[src/rtl/seg7_scan.sv]
// Six-digit multiplexed 7-segment driver with a per-slot anti-ghost blank gap and per-frame snapshot.
// Optional leading-zero blanking on hours tens when SEG7_SCAN_LZB_EN is defined.
module seg7_scan #(
  parameter int SCAN_DIV  = 50000,
  parameter int BLANK_CYC = 16,
  parameter bit ACT_LOW   = 1'b1
) (
  input  logic       clk,
  input  logic       rst,
  input  logic [3:0] digit_s1,
  input  logic [3:0] digit_s10,
  input  logic [3:0] digit_m1,
  input  logic [3:0] digit_m10,
  input  logic [3:0] digit_h1,
  input  logic [3:0] digit_h10,
  output logic [6:0] seg,
  output logic [5:0] an,
  output logic       frame_start
);

  localparam int              CNT_W     = (SCAN_DIV > 1) ? $clog2(SCAN_DIV) : 1;
  localparam logic [CNT_W-1:0] CNT_LAST  = CNT_W'(SCAN_DIV - 1);
  localparam logic [CNT_W-1:0] BLANK_END = CNT_W'(BLANK_CYC);
  localparam logic [5:0]      AN_OFF    = {6{ACT_LOW}};
  localparam logic [6:0]      SEG_OFF   = {7{ACT_LOW}};

  typedef enum logic {
    PH_BLANK,
    PH_DRIVE
  } phase_e;

  logic [CNT_W-1:0] slot_cnt_q, slot_cnt_d;
  logic [2:0]       idx_q, idx_d;
  logic [3:0]       shadow_q [6];
  logic [6:0]       seg_q, seg_d;
  logic [5:0]       an_q, an_d;
  logic             frame_start_q;
  logic             snap;
  phase_e           phase;
  logic [3:0]       digit_sel;

  function automatic logic [6:0] dec7(input logic [3:0] d);
    logic [6:0] r;
    case (d)
      4'd0:    r = 7'h3F;
      4'd1:    r = 7'h06;
      4'd2:    r = 7'h5B;
      4'd3:    r = 7'h4F;
      4'd4:    r = 7'h66;
      4'd5:    r = 7'h6D;
      4'd6:    r = 7'h7D;
      4'd7:    r = 7'h07;
      4'd8:    r = 7'h7F;
      4'd9:    r = 7'h6F;
      default: r = 7'h00;
    endcase
    return r;
  endfunction

  always_comb begin
    slot_cnt_d = slot_cnt_q + 1'b1;
    idx_d      = idx_q;
    if (slot_cnt_q == CNT_LAST) begin
      slot_cnt_d = '0;
      idx_d      = (idx_q == 3'd5) ? 3'd0 : idx_q + 3'd1;
    end
  end

  // The snapshot only ever loads during a blank cycle, so the DRIVE portion of slot 0 already sees it.
  always_comb begin
    snap  = (slot_cnt_q == '0) && (idx_q == 3'd0);
    phase = (slot_cnt_q < BLANK_END) ? PH_BLANK : PH_DRIVE;
  end

  always_comb begin
    case (idx_q)
      3'd0:    digit_sel = shadow_q[0];
      3'd1:    digit_sel = shadow_q[1];
      3'd2:    digit_sel = shadow_q[2];
      3'd3:    digit_sel = shadow_q[3];
      3'd4:    digit_sel = shadow_q[4];
      3'd5:    digit_sel = shadow_q[5];
      default: digit_sel = 4'd0;
    endcase
  end

  always_comb begin
    an_d  = AN_OFF;
    seg_d = SEG_OFF;
    if (phase == PH_DRIVE) begin
      an_d  = (6'd1 << idx_q) ^ AN_OFF;
      seg_d = dec7(digit_sel) ^ SEG_OFF;
    end
`ifdef SEG7_SCAN_LZB_EN
    if ((idx_q == 3'd5) && (shadow_q[5] == 4'd0)) begin
      an_d  = AN_OFF;
      seg_d = SEG_OFF;
    end
`endif
  end

  always_ff @(posedge clk or posedge rst) begin
    if (rst) begin
      slot_cnt_q    <= '0;
      idx_q         <= 3'd0;
      for (int i = 0; i < 6; i++) shadow_q[i] <= 4'd0;
      an_q          <= AN_OFF;
      seg_q         <= SEG_OFF;
      frame_start_q <= 1'b0;
    end else begin
      slot_cnt_q    <= slot_cnt_d;
      idx_q         <= idx_d;
      an_q          <= an_d;
      seg_q         <= seg_d;
      frame_start_q <= snap;
      if (snap) begin
        shadow_q[0] <= digit_s1;
        shadow_q[1] <= digit_s10;
        shadow_q[2] <= digit_m1;
        shadow_q[3] <= digit_m10;
        shadow_q[4] <= digit_h1;
        shadow_q[5] <= digit_h10;
      end
    end
  end

  assign an          = an_q;
  assign seg         = seg_q;
  assign frame_start = frame_start_q;

endmodule

[config.mk]
export PLATFORM = sky130hd
export DESIGN_NAME = seg7_scan
export DESIGN_NICKNAME = d
export VERILOG_FILES = /design/src/rtl/seg7_scan.sv
export SDC_FILE = /design/constraint.sdc
export NUM_CORES = 1
export LEC_CHECK = 0
export ABC_AREA = 1
export BUFFER_PORTS_ARGS = -buffer_cell sky130_fd_sc_hd__buf_4
export CORE_MARGIN = 4
export CORE_UTILIZATION = 35
export DETAILED_ROUTE_END_ITERATION = 8
export PLACE_DENSITY = 0.62
export SKIP_CTS_REPAIR_TIMING = 1
export SLEW_MARGIN = 30
export SYNTH_ARGS = -nofsm -noshare
export SYNTH_HDL_FRONTEND = slang
export SYNTH_SLANG_ARGS = --single-unit
[constraint.sdc]
create_clock -name clk -period 3.5 [get_ports clk]
set_input_delay 0.7 -clock clk [delete_from_list [all_inputs] [get_ports clk]]
set_output_delay 0.7 -clock clk [all_outputs]
set_load 0.01 [all_outputs]
Word level (Yosys, flattened, before mapping)
Memories as Yosys holds them, arrays and structs flattened.
Cells that the tools add are included.

storage, ports and cells
  memories kept = 1
  latch bits = 0
  flip-flop bits (word level) = 57
  memory bits (read-only) = 112
  memory bits (writable) = 0
  input port bits = 26

operators by class
  reduce and logical (&&, ||, !) cells = 3
  bitwise gates (word level) = 2
  shift operators = 1
  divide/modulo/power cells = 0
  $add $sub $neg = 2
  order comparisons = 1
  multiplexer cells = 6
  equal/unequal tests = 6
  $mul = 0

memories
  memory            depth  width  rd ports  clocked after Yosys merged registers in  wr ports  RTL line  text
  (name not given)  16     7      1         0                                        0         44        case (d)

operator list
  cell                     count
  $pmux W4 S6              1
  $add A16 B1 Y16 const B  1
  $eq A16 B16 Y1 const B   1
  $logic_not A16 Y1        1
  $lt A16 B5 Y1 const B    1
  $mux W16                 1
  $mux W7                  2
  $not A7 Y7               1
  $eq A3 B2 Y1 const B     2
  $eq A3 B3 Y1 const B     2
  $mux W6                  1
  $not A6 Y6               1
  $shl A1 B3 Y6 const A    1
  $add A3 B1 Y3 const B    1
  $eq A3 B1 Y1 const B     1
  $logic_not A3 Y1         1
  $mux W3                  1
  $logic_and A1 B1 Y1      1

Longest topological paths before layout
Gate-level depths: netlist of the first run.
An unclocked memory read counts as a cell.

  depth after elaboration = 6
  depth in mapped cells = 15

Worst setup path before layout of the first run
Ideal clock, no wire load.

  kind = register -> register
  start = reg idx_q[2]
  end = reg seg_q[3], in the netlist seg[3]
  setup slack = 1751 ps
  buffers on the path = 1
  stages on the path, launching flop included = 13
  arrival = 1659 ps
  path through = dfrtp_1 buf_4 inv_2 ha_1 nand2_1 nand2_1 nor2_1 nand2_1 inv_1 ha_1 nand3b_1 nand3_1 nand3_1

between the ends
  word-level cells in the longest chain between the ends = 6
  elaborated cells on any way between the ends = 11
  classes of those cells = eq/ne (5); mux (3); bitwise (1); reduce/logical (1); memory (1)

ends and longest elaborated chain
  what                                        RTL line  text
  from (decl)                                 33        logic [2:0] idx_q, idx_d;
  from (signal assigned)                      112       idx_q <= idx_d;
  $eq A3 B3 Y1, or another cell as far along  76        case (idx_q)
  $pmux W4 S6 (*)                             76
  $mem_v2 Z16 W7 (*)                          --
  $mux W7 (*)                                 90        if (phase == PH_DRIVE) begin
  $not A7 Y7 (no source line) (*)             --
  $mux W7 (*)                                 90
  named net seg_d[3]                          35        logic [6:0] seg_q, seg_d;
  to (signal assigned)                        114       seg_q <= seg_d;
  to (decl)                                   35

The timed path passes the listed nets; every way through them passes the cells marked *. The select of a mux whose other input is x is not followed.
A chain may end at the register's enable or synchronous reset.

Worst setup path after layout of the first run
  start = reg idx_q[0]
  end = reg shadow_q[10] (netlist name)

between the ends
  word-level cells in the longest chain between the ends = 2

ends and longest elaborated chain
  what                 RTL line  text
  $logic_not A3 Y1     71        snap = (slot_cnt_q == '0) && (idx_q == 3'd0);
  $logic_and A1 B1 Y1  71
  to (decl)            34        logic [3:0] shadow_q [6];

No other way between the ends.

==> metrics.txt, run 1 <==
worst relative slew slack=53.5%; # IOs=40; Critical Path AT=2.65 ns; vias per cell=4.59; # setup viols final=0; First-pass DRT Iterations=4; via count=2258; Tightest Pin Transition=0.696 ns; worst vdd ir=169 uV; Fillers=801; Iteration-0 DRC Markers=131; # DRC=0; crit path time final=2.37 ns; n_diodes=0; WS Path Type=register to register; Final GP Congestion=0.850; unrepaired setup endpoints after global routing=false; largest net degree at the start of global routing=53; global-route usage over all layers=13.6%; Worst Path Required=3.77 ns; clock sink total=57; Syn Area/Cell=8.12 um2; detailed placer's ending HPWL=4190 um; synthesized cell area=2780 um2; Cells after Synth=342; antenna violations before repair=0; final worst-path cycle share=67.8%; TritonCTS buffer count=9; fin nets=419; H-tree levels=3; Fmax=421 MHz; global-route wire length before repair=10200 um; Die ar.=9420 um2; DRT antenna net count=0; worst-skew pair later-pin latency=0.33 ns; root buf cell=clkbuf_8; total power=1.30 mW; core area=7730 um2; Setup crit end kind=register; Initial Utilization=35.9%; Area Growth Syn to Fin=19.2%; vias in the first global route=2165; grt ovf=0; Worst Hold Class=input port to async pin; buffers added on ports=39; Distinct cells, synth=30; die height=97.1 um; power per cell area=392 nW/um2; Max-cap violations=0; final wirelength=5980 um; clock-pin slew on the worst setup and hold paths=0.07 ns; Synth Warn #=0; Site Rows=32; Post-Syn Nets=376; worst-path fanout max=29; outcome=complete, no violations; total negative slack=0 ns; worst-case clock buffer depth=2; final instance area=3310 um2; Final Hold Fails=0; Startpoint Class=register; CTS tree=built; register area share after synthesis=52.0%; P_leak=1.75 nW; chip width=97.1 um; share of layout cells above drive strength 1=21.0%; clock skew=0.00846 ns; drt wl/cell=12.1 um; Placement Cell Area=3150 um2; max-slew violations=0; synthesized flop and latch total=57
[critical path: stages (launching register included)]
cell	delay, ns
dfrtp_1	0.52
nor2_4	0.26
nand2_2	0.08
inv_2	0.10
nand2_1	0.07
nor3_2	0.10
nand2_1	0.43
inv_2	0.54
nand2_1	0.12
nand2_1	0.08
[cell usage after synthesis, drive strengths merged]
library cell | count | area [um2]
nor2 | 29 | 121
ha | 8 | 100
dfstp | 13 | 342
nor3 | 2 | 15.0
a21oi | 6 | 30.0
and3 | 1 | 6.26
clkbuf | 2 | 7.51
nand3 | 26 | 130
nand3b | 2 | 15.0
a31oi | 1 | 6.26
nand4 | 11 | 68.8
o21ai | 15 | 78.8
buf | 6 | 51.3
o22ai | 1 | 6.26
or2 | 1 | 6.26
o211ai | 1 | 7.51
xor2 | 5 | 43.8
dfrtp | 44 | 1100
nand2 | 119 | 449
inv | 47 | 176
o21a | 1 | 7.51
nor4 | 1 | 6.26
[kinds of logic after synthesis]
family                     share of synthesized area [%]
xor gates and xnor gates                            1.58
and+or+nand+nor                                     29.5
DFF                                                 52.0
AOI/OAI and AO/OA                                   4.91
buffers and inverters                               8.47
adders and majority gates                           3.61
[through the flow]
step | instances | util [%] | setup slack [ns] | hold slack [ns]
global placement | 476 | 40.7 | 1.10 | 0.466
detailed placement | 476 | 40.7 | 1.08 | 0.467
CTS | 492 | 42.8 | 1.07 | 0.479
global route | 492 | 42.8 | 0.762 | 0.499
finish | 492 | 42.8 | 1.13 | 0.451
floorplan | 342 | - | 1.42 | 0.449
[where the power goes]
group          switching, mW  total (mW)  internal (mW)
clock                  0.265       0.514          0.248
sequential           0.00895       0.695          0.686
combinational         0.0464      0.0880         0.0416
total                  0.321        1.30          0.975
[cells in the final DEF (no fill, tap or decap), types with 6 or more instances in the layout]
master / instances
inv_1: 41
dfstp_2: 13
ha_1: 8
nand2_1: 118
a21oi_1: 6
nand3_1: 26
buf_4: 40
o21ai_0: 14
dfrtp_1: 44
nand4_1: 11
clkbuf_8: 9
nor2_1: 26
clkinv_2: 6
[worst paths after layout]
kind                            slack (ns)                      from  depth (start not counted)                  endpoint
worst max-delay path                  1.13      idx_q[0]$_DFFE_PP0N_                          9  shadow_q[10]$_DFFE_PP0P_
worst min-delay path                  0.45                       rst                          2   slot_cnt_q[9]$_DFF_PP0_
worst max register to register        1.13      idx_q[0]$_DFFE_PP0N_                          9  shadow_q[10]$_DFFE_PP0P_
worst min register to register        0.48  shadow_q[13]$_DFFE_PP0P_                          2  shadow_q[13]$_DFFE_PP0P_
max in group asynchronous             2.43                       rst                          3          seg[3]$_DFF_PP1_
min in group clk                      0.48  shadow_q[13]$_DFFE_PP0P_                          2  shadow_q[13]$_DFFE_PP0P_
[final cells by class]
| cell class | count | area [um2] | share of cell area [%] |
|---|---|---|---|
| inverter | 47 | 179 | 5.41 |
| multi-input combinational | 230 | 1100 | 33.2 |
| timing repair buffer | 40 | 300 | 9.07 |
| clock inverter | 7 | 37.5 | 1.13 |
| sequential | 57 | 1440 | 43.6 |
| tap | 102 | 128 | 3.86 |
| clock buffer | 9 | 124 | 3.74 |
[metal layers]
metal / track usage, % / up-vias / wire [um]
li1: - / 1159 / -
met1: 19.1 / 1028 / 2940
met2: 19.1 / 64 / 2570
met3: 3.88 / 7 / 336
met4: 6.91 / 0 / 129
met5: 0 / - / 0
[flip-flops by register name, indices dropped and copies added (netlist names)]
name         flops
an               6
frame_start      1
idx_q            3
seg              7
shadow_q        24
slot_cnt_q      16
(Power assumes the default switching activity.)
==> run 2: changes to the inputs <==
Settings changed: PLACE_DENSITY 0.62 to 0.64.
Clock period 3.5 ns to 1.9 ns, I/O delays scaled along.
==> run 2 against run 1 <==
Core utilization is 2.2 points higher. Worst setup slack got worse by 0.99 ns. Fmax rose by 34%. Final cell count up 1.2%. Critical path depth rose by 2. Hold slack worse by 0.36 ns. First-iteration DRC count decreased by 15%. Largest cell class unchanged. Final area grew 5.1%. Highest routed layer unchanged. Total power increased by 120%.
==> metrics.txt, run 2 (synthesized netlist as in run 1, its figures left out) <==
outcome=complete, no violations; Area Growth Syn to Fin=25.3%; H-tree levels=3 (unchanged); antenna violations before repair=0 (unchanged); Startpoint Class=register; First-pass DRT Iterations=4 (unchanged); n_diodes=0 (unchanged); Tightest Pin Transition=0.367 ns (-0.329 ns); Worst Path Required=2.16 ns (-1.61 ns); P_leak=1.80 nW (+3.3%); WS Path Type=register to register; Place WS=0.0163 ns (-1.06 ns); cell family with most CP delay=simple AND/OR/NAND/NOR gates; vias in the first global route=2168 (+0.14%); Final Hold Fails=0 (unchanged); worst-path cell chain=nand2_1 -> inv_1 -> ha_2 -> nand2_1 -> inv_1 -> a21oi_1 -> nand3_2 -> ha_1 -> nand3b_1 -> nand3_1 -> nand3_1; clock skew=0.0115 ns (+0.00307 ns); grt ovf=0 (unchanged); max-slew violations=0 (unchanged); total power=2.82 mW (+120%); # placed instances=482 (+1.3%); Fmax=566 MHz (+34%); worst vdd ir=297 uV (+75%); largest net degree at the start of global routing=58 (+9.4%); worst path bufs/invs=2 (unchanged); Final GP Congestion=0.899 (+5.7%); die height=97.1 um (unchanged); Max-cap violations=0 (unchanged); Initial Utilization=35.9% (unchanged); worst-skew pair later-pin latency=0.35 ns (+0.02 ns); most common cell after layout, fill and taps aside=nand2_1; share of layout cells above drive strength 1=24.5% (+3.5 points); Setup crit end kind=register; Die ar.=9420 um2 (unchanged); worst-case clock buffer depth=2 (unchanged); final non-filler cell total=498 (+1.2%); worst-path fanout max=6 (-79%); Site Rows=32 (unchanged); via count=2304 (+2.0%); Critical Path AT=2.03 ns (-0.62 ns); detailed placer's ending HPWL=4290 um (+2.4%); drt wl/cell=11.6 um (-4.4%); Iteration-0 DRC Markers=111 (-15%); max FFs per register=24 (unchanged); global-route wire length before repair=10100 um (-0.88%); unrepaired setup endpoints after global routing=true; final worst-path cycle share=93.0% (+25 points); DRT antenna net count=0 (unchanged); Crit-path slowest cell=dfrtp_2; CTS tree=built; power per cell area=811 nW/um2 (+110%); # setup viols final=0 (unchanged); crit path time final=1.77 ns (-0.608 ns); flop2flop setup slack=0.13 ns (-0.99 ns); most frequent cells in the layout=nand2_1 (116), buf_4 (45), dfrtp_1 (42); # IOs=40 (unchanged); Worst Hold Class=input port to async pin; fin nets=425 (+1.4%); clock sink total=57 (unchanged); Worst Hold Slack=0.0866 ns (-0.364 ns); final wirelength=5780 um (-3.2%); root buf cell=clkbuf_8; vias per cell=4.63 (+0.81%); buffers added on ports=39 (unchanged); # DRC=0 (unchanged); global-route usage over all layers=13.3% (-0.34 points); Max stage delay on crit path=0.45 ns (-0.09 ns); worst relative slew slack=75.3% (+22 points); core area=7730 um2 (unchanged); clock-pin slew on the worst setup and hold paths=0.07 ns (about the same); Reg with most FFs=shadow_q; chip width=97.1 um (unchanged); TritonCTS buffer count=9 (unchanged); Final WS setup=0.134 ns (-0.992 ns)
==> run 2: worst paths after layout <==
check / start / end / cells after the start
max: idx_q[1]$_DFFE_PP0N_ / seg[0]$_DFF_PP1_ / 11
min: rst / slot_cnt_q[3]$_DFF_PP0_ / 3
max reg2reg: idx_q[1]$_DFFE_PP0N_ / seg[0]$_DFF_PP1_ / 11
max in group asynchronous: rst / an[3]$_DFF_PP1_ / 3
min in group clk: digit_h10[3] / shadow_q[3]$_DFFE_PP0P_ / 3
min reg2reg: shadow_q[6]$_DFFE_PP0P_ / shadow_q[6]$_DFFE_PP0P_ / 2
==> run 2: worst register-to-register path, cell delays in order (launching register included) <==
cell	delay (ns)
dfrtp_2	0.45
nand2_1	0.08
inv_1	0.04
ha_2	0.19
nand2_1	0.06
inv_1	0.04
a21oi_1	0.13
nand3_2	0.13
ha_1	0.22
nand3b_1	0.17
nand3_1	0.10
nand3_1	0.07
==> run 2: through the flow <==
step,util [%],setup TNS (ns),instance area [um2]
floorplan,-,0,2780
finish,45.0,0,3480
global placement,41.5,0,3200
CTS,44.6,0,3450
detailed placement,41.5,0,3200
global route,45.0,-0.0283,3480
==> run 2: area by class of cell <==
type | instances | area, um2
Sequential cell | 57 | 1450
Clock buffer | 9 | 124
Multi-Input combinational cell | 230 | 1130
Inverter | 47 | 179
Clock inverter | 7 | 119
Tap cell | 102 | 128
Timing Repair Buffer | 46 | 358
Fill cell | 778 | 4250
==> run 2: layer usage <==
metal	GRT usage, %	vias up	part of all wire [%]
met5	0	-	0
met3	2.94	10	4.7
met1	18.6	1061	50
met2	19.3	60	43
met4	6.80	0	2.1
li1	-	1173	-
==> run 2: report_power, final <==
part / switching, mW / internal (mW)
registers: 0.0188 / 1.26
clock network: 0.502 / 0.869
logic: 0.0884 / 0.0818
total: 0.609 / 2.21
